<file path="src/rtl/vga_timing_gen.sv">
// vga_timing_gen: VGA raster counters with colour, sync and blank registered one pixel behind the coordinates.
module vga_timing_gen #(
  parameter int H_VISIBLE = 640,
  parameter int H_FRONT   = 16,
  parameter int H_SYNC    = 96,
  parameter int H_BACK    = 48,
  parameter int V_VISIBLE = 480,
  parameter int V_FRONT   = 10,
  parameter int V_SYNC    = 2,
  parameter int V_BACK    = 33
) (
  input  logic       clock,
  input  logic       resetn,
  input  logic       enable,
  input  logic [7:0] iRed,
  input  logic [7:0] iGreen,
  input  logic [7:0] iBlue,
  output logic [9:0] oCoord_X,
  output logic [9:0] oCoord_Y,
  output logic [7:0] oVGA_R,
  output logic [7:0] oVGA_G,
  output logic [7:0] oVGA_B,
  output logic       oVGA_H_SYNC,
  output logic       oVGA_V_SYNC,
  output logic       oVGA_SYNC,
  output logic       oVGA_BLANK,
  output logic       oFrame_start
);
  localparam logic [9:0] H_VIS  = 10'(H_VISIBLE);
  localparam logic [9:0] H_SS   = 10'(H_VISIBLE + H_FRONT);
  localparam logic [9:0] H_SE   = 10'(H_VISIBLE + H_FRONT + H_SYNC);
  localparam logic [9:0] H_LAST = 10'(H_VISIBLE + H_FRONT + H_SYNC + H_BACK - 1);
  localparam logic [9:0] V_VIS  = 10'(V_VISIBLE);
  localparam logic [9:0] V_SS   = 10'(V_VISIBLE + V_FRONT);
  localparam logic [9:0] V_SE   = 10'(V_VISIBLE + V_FRONT + V_SYNC);
  localparam logic [9:0] V_LAST = 10'(V_VISIBLE + V_FRONT + V_SYNC + V_BACK - 1);
  logic [9:0] h_cnt, v_cnt;
  logic h_last, v_last, visible, h_sync_n, v_sync_n;
  assign h_last   = h_cnt == H_LAST;
  assign v_last   = v_cnt == V_LAST;
  assign visible  = (h_cnt < H_VIS) && (v_cnt < V_VIS);
  assign h_sync_n = !((h_cnt >= H_SS) && (h_cnt < H_SE));
  assign v_sync_n = !((v_cnt >= V_SS) && (v_cnt < V_SE));
  assign oCoord_X  = h_cnt;
  assign oCoord_Y  = v_cnt;
  assign oVGA_SYNC = 1'b0;
  // outputs sample the pre-increment position so colour, sync and blank stay aligned
  always_ff @(posedge clock or negedge resetn)
    if (!resetn) begin
      h_cnt        <= '0;
      v_cnt        <= '0;
      oVGA_R       <= '0;
      oVGA_G       <= '0;
      oVGA_B       <= '0;
      oVGA_BLANK   <= 1'b0;
      oVGA_H_SYNC  <= 1'b1;
      oVGA_V_SYNC  <= 1'b1;
      oFrame_start <= 1'b0;
    end else begin
      oFrame_start <= enable && h_last && v_last;
      if (enable) begin
        h_cnt       <= h_last ? '0 : h_cnt + 10'd1;
        if (h_last) v_cnt <= v_last ? '0 : v_cnt + 10'd1;
        oVGA_R      <= visible ? iRed : '0;
        oVGA_G      <= visible ? iGreen : '0;
        oVGA_B      <= visible ? iBlue : '0;
        oVGA_BLANK  <= visible;
        oVGA_H_SYNC <= h_sync_n;
        oVGA_V_SYNC <= v_sync_n;
      end
    end
endmodule

</file>
<file path="config.mk">
export PLATFORM = sky130hd
export DESIGN_NAME = vga_timing_gen
export DESIGN_NICKNAME = d
export VERILOG_FILES = /design/src/rtl/vga_timing_gen.sv
export SDC_FILE = /design/constraint.sdc
export NUM_CORES = 1
export LEC_CHECK = 0
export CORE_MARGIN = 3
export CORE_UTILIZATION = 48
export DETAILED_ROUTE_END_ITERATION = 10
export PLACE_DENSITY = 0.95
export SETUP_SLACK_MARGIN = 0.2
export SLEW_MARGIN = 10
export SYNTH_ARGS = -nofsm -noshare
export SYNTH_HDL_FRONTEND = slang
export SYNTH_SLANG_ARGS = --single-unit
</file>
<file path="constraint.sdc">
create_clock -name clock -period 3.4 [get_ports clock]
set_input_delay 0.68 -clock clock [delete_from_list [all_inputs] [get_ports clock]]
set_output_delay 0.68 -clock clock [all_outputs]
set_load 0.01 [all_outputs]
</file>
# [After elaboration in Yosys (flattened, before gate mapping)]
# Cells that the tools add are included.
[totals] register_bits=48 word_cells=32 inputBits=27 mem_bits_ro=0 mem_count=0 ramBits=0 latchBits=0 output_inout_bits=49
[op_classes] n_div=0 reduce_logical=8 add_sub_neg=2 shifts=0 mux=5 bitwise_logic=0 n_eq_ne=2 multipliers=0 n_lt_le_gt_ge=6
[op_table] operator="$mux 8" n=3
[op_table] operator="$add 10x1->10 const B" n=2
[op_table] operator="$eq 10x10->1 const B" n=2
[op_table] operator="$lt 10x10->1 const B" n=2
[op_table] operator="$lt 10x9->1 const B" n=2
[op_table] operator="$mux 10" n=2
[op_table] operator="$ge 10x10->1 const B" n=1
[op_table] operator="$ge 10x9->1 const B" n=1
[op_table] operator="$logic_and 1x1->1" n=5
[op_table] operator="$logic_not 1->1" n=2
[op_table] operator="$reduce_and 2->1" n=1

# [Depth between registers and ports, before layout]
[depth] ltp_word=3 mapped_depth=6 mapped_depth_nobuf=6

# [Least setup slack after synthesis]
# No wires, ideal clock.
[synth_timing] path_type="register to register" from="register v_cnt[0], in the netlist oCoord_Y[0]" to="register v_cnt[0], in the netlist oCoord_Y[0]" period_less_slack_ns=2.023 arrival_ns=1.898 stages_incl_launch_ff=7 t_required_ns=3.275 setup_ns=0.125 path_buffers=0 path_slack_ns=1.377 path_cell_list="dfrtp_1 inv_1 ha_1 or4b_4 nor4_4 nor2_1 mux2_2"
[synth_between] elab_chain_cells=2 word_cells_on_any_way=3 classes_between="add/sub: 1; eq/ne: 1; mux: 1"
[synth_lines] item="start, declared" line_no="37" source="logic [9:0] h_cnt, v_cnt;"
[synth_lines] item="start signal, assigned" line_no="63" source="if (h_last) v_cnt <= v_last ? '0 : v_cnt + 10'd1;"
[synth_lines] item="$add 10x1->10 / $eq 10x10->1 (equally long branches)" line_no="63, 40"
[synth_lines] item="$mux 10 *" line_no="63"
# Mark *: on every way between the ends. The rest lies on a longest branch, timed or not.
# A chain may end at the register's enable or synchronous reset.

# [Worst setup path after layout]
[layout_timing] from="input enable" to="register v_cnt[0], in the netlist oCoord_Y[0]"
[layout_between] elab_chain_cells=1
[layout_lines] item="start, declared" line_no="14" source="input logic enable,"
[layout_lines] item="$reduce_and 2->1 (no source line)"
# Every way passes these cells.

==> reports/qor.txt <==
Final WL = 5.31 mm
Met2 Use GR = 0.340
Clock-pin slew on the worst setup and hold paths = 90 ps
Die Height = 72.2 um
Register-to-Register Setup Slack = 1120 ps
Cts repair resizes = 0
Relative slew slack = 0.307
Max-Cap Viols = 0
Sequential power share = 0.517
Die ar. = 5220 sq um
WP data arrival = 2560 ps
Share of cells above drive strength 1 = 0.0938
Logic gate share of total power = 0.210
CTS tree = built
Vias = 1763
Run status = completed
CP Launch Type = input port
Reg-to-Reg End = oCoord_Y[0]$_DFFE_PN0P_
Biggest area consumer among synthesized cells = dfrtp_1
Global-route wire length before repair = 8.41 mm
Via density = 5.76
Synth-to-Final Area Change = 41.5%
Dpl hpwl = 3.72 mm
Min Tclk post-route = 2310 ps
Max clock buf depth = 2
Clock sinks = 48
Synth area leaders = dfrtp_1 (55%), a22o_1 (10%), o21ai_0 (2.6%)
Hold depth = 1
Diode count = 0
Gr ovfl total = 0
Row count = 23
Vias in the first global route = 1688
Clock power frac = 0.273
Buffers on Ports = 74
Final period utilization = 0.680
P_int = 959 uW
Core area = 4120 sq um
Hold Crit Class = reg -> reg
Fmax = 433 MHz
Tot GR Track Use = 0.207
Hold-fix buffers at CTS = 0
Worst EP required = 3650 ps
Hold Path End = oVGA_BLANK$_DFFE_PN0P_
Num CTS Buffers = 5
Sw frac = 0.282
Antenna-violating nets left = 0
DR pass1 iterations = 4
Synth Cell Area = 2110 sq um
Post-Synthesis Cells = 181
Latest clock arrival within the worst-skew pair = 300 ps
Yosys cell types = 39
Leakage = 0.00131 uW
TNS Setup = 0 ps
GRT busiest layer = met2
Final setup viols = 0
Hold Startpoint = oVGA_BLANK$_DFFE_PN0P_
Most common cell after layout, fill and taps aside = clkdlybuf4s50_1
# DRC = 0
Fin. Hold Viols = 0
Antenna violations before repair = 0
Sequential fraction of the synthesis area = 0.572
Hold Slack = 484 ps
Crit path kind = in -> reg
R2R cell count = 6
Post-Syn Area per Cell = 11.6 sq um
Max VDD drop = 0.363 mV
YS warnings = 0
Setup repair bufs after CTS = 0
Clock root buffer = clkbuf_8
Starting density of the core = 0.512
Iteration-0 DRC Markers = 160
Max FO, Critical Path = 16
Largest net degree at the start of global routing = 49
Gpl congestion = 0.812
Die Span X = 72.2 um
Final #Nets = 286
Worst Max-Slew Pin Slew = 1040 ps
Sw Pwr = 377 uW
Io pins = 76
CTS H-tree lvls = 2
Global Route met1 Usage = 0.269
Crit. End Element = flip-flop
Clock skew = 6.13 ps
Power Density = 448 nW/um^2
GR Layer Usage met3 = 0.0471
Post-DR wirelength/cell = 17.4 um
Syn nets = 212
Crit Reg-Reg Startpoint = oCoord_Y[0]$_DFFE_PN0P_
RSZ-0062 raised after global routing = false
Post-synth top area share = 0.547
Fin. max-slew vios = 0
Register bit total from synthesis = 48
Commonest non-fill, non-tap cells in the layout = clkdlybuf4s50_1 (73), dfrtp_1 (46), a22o_1 (24)
how the worst max path moves through the flow:
stage	from	to	slack, ps	cells past startpoint
floorplan	oCoord_Y[0]$_DFFE_PN0P_	oCoord_Y[0]$_DFFE_PN0P_	1380	6
global placement	enable	oCoord_Y[4]$_DFFE_PN0P_	870	5
detailed placement	enable	oCoord_Y[7]$_DFFE_PN0P_	790	5
CTS	oCoord_Y[0]$_DFFE_PN0P_	oCoord_Y[0]$_DFFE_PN0P_	1090	6
global route	enable	oCoord_Y[7]$_DFFE_PN0P_	970	5
finish	enable	oCoord_Y[0]$_DFFE_PN0P_	1090	4
metal layers:
metal / wire [um] / share of wire
met1: 2140 / 0.40
met2: 2750 / 0.52
met3: 315 / 0.059
met4: 115 / 0.022
met5: 0 / 0
final cells by class:
| type | instances | area (sq um) |
|---|---|---|
| flip-flops and latches | 48 | 1200 |
| fillers | 294 | 1130 |
| multi-input cells | 118 | 845 |
| repair buffers | 76 | 751 |
| clock buffers | 6 | 82.6 |
| well taps | 50 | 62.6 |
| inverters | 6 | 22.5 |
| clock inverters | 2 | 13.8 |
flip-flops by register name (all words and copies together), names as in the netlist:
register	flops
oCoord_X	10
oCoord_Y	10
oVGA_B	8
oVGA_G	8
oVGA_R	8
oFrame_start	1
oVGA_BLANK	1
oVGA_H_SYNC	1
oVGA_V_SYNC	1
cells in the mapped netlist (all sizes together):
| library cell | number |
|---|---|
| a21o | 4 |
| a21oi | 2 |
| a22o | 29 |
| a31oi | 1 |
| a32o | 1 |
| and2 | 1 |
| and2b | 1 |
| and3 | 6 |
| and3b | 1 |
| and4b | 1 |
| buf | 3 |
| clkbuf | 6 |
| clkinv | 1 |
| conb | 1 |
| dfrtp | 46 |
| dfstp | 2 |
| ha | 4 |
| inv | 5 |
| mux2 | 1 |
| nand2 | 11 |
| nand2b | 1 |
| nand3 | 1 |
| nand4 | 7 |
| nor2 | 9 |
| nor2b | 2 |
| nor3 | 5 |
| nor3b | 1 |
| nor4 | 3 |
| nor4b | 2 |
| nor4bb | 1 |
| o21ai | 11 |
| o22ai | 1 |
| or3 | 2 |
| or4b | 1 |
| xnor2 | 5 |
| xor2 | 2 |
cells by family (layout without fill, tap and decap cells):
kind of cell	after synthesis	in the layout	share of synthesized area
adder cells (fa/ha/maj)	4	4	0.0238
multiplexers	1	1	0.00535
buffers and inverters	15	90	0.0297
AND/OR/NAND/NOR	56	56	0.159
AO/OA/AOI/OAI	49	49	0.179
other	1	1	0.00178
XOR/XNOR	7	7	0.0291
flip-flops	48	48	0.572
power groups by stage:
stage	clock network [uW]	registers (uW)	logic (uW)
final	364	691	281
after global routing	391	699	301
after CTS	368	689	284
after detailed placement	0	699	281
after global placement	0	697	273
after floorplan	0	706	97.1
per-stage QoR:
step | instance area (sq um) | setup WS (ps) | util | power [uW] | cells
floorplan | 2110 | 1380 | - | 803 | 181
global placement | 2880 | 867 | 0.701 | 970 | 298
detailed placement | 2880 | 795 | 0.701 | 979 | 298
CTS | 2980 | 1090 | 0.724 | 1340 | 306
global route | 2980 | 965 | 0.724 | 1390 | 306
finish | 2980 | 1090 | 0.724 | 1340 | 306
critical path, stage by stage:
cell and delay, ps:
clkdlybuf4s50_1 780, nand4_1 340, nor2_1 500, mux2_2 260
(Power assumes the default switching activity.)
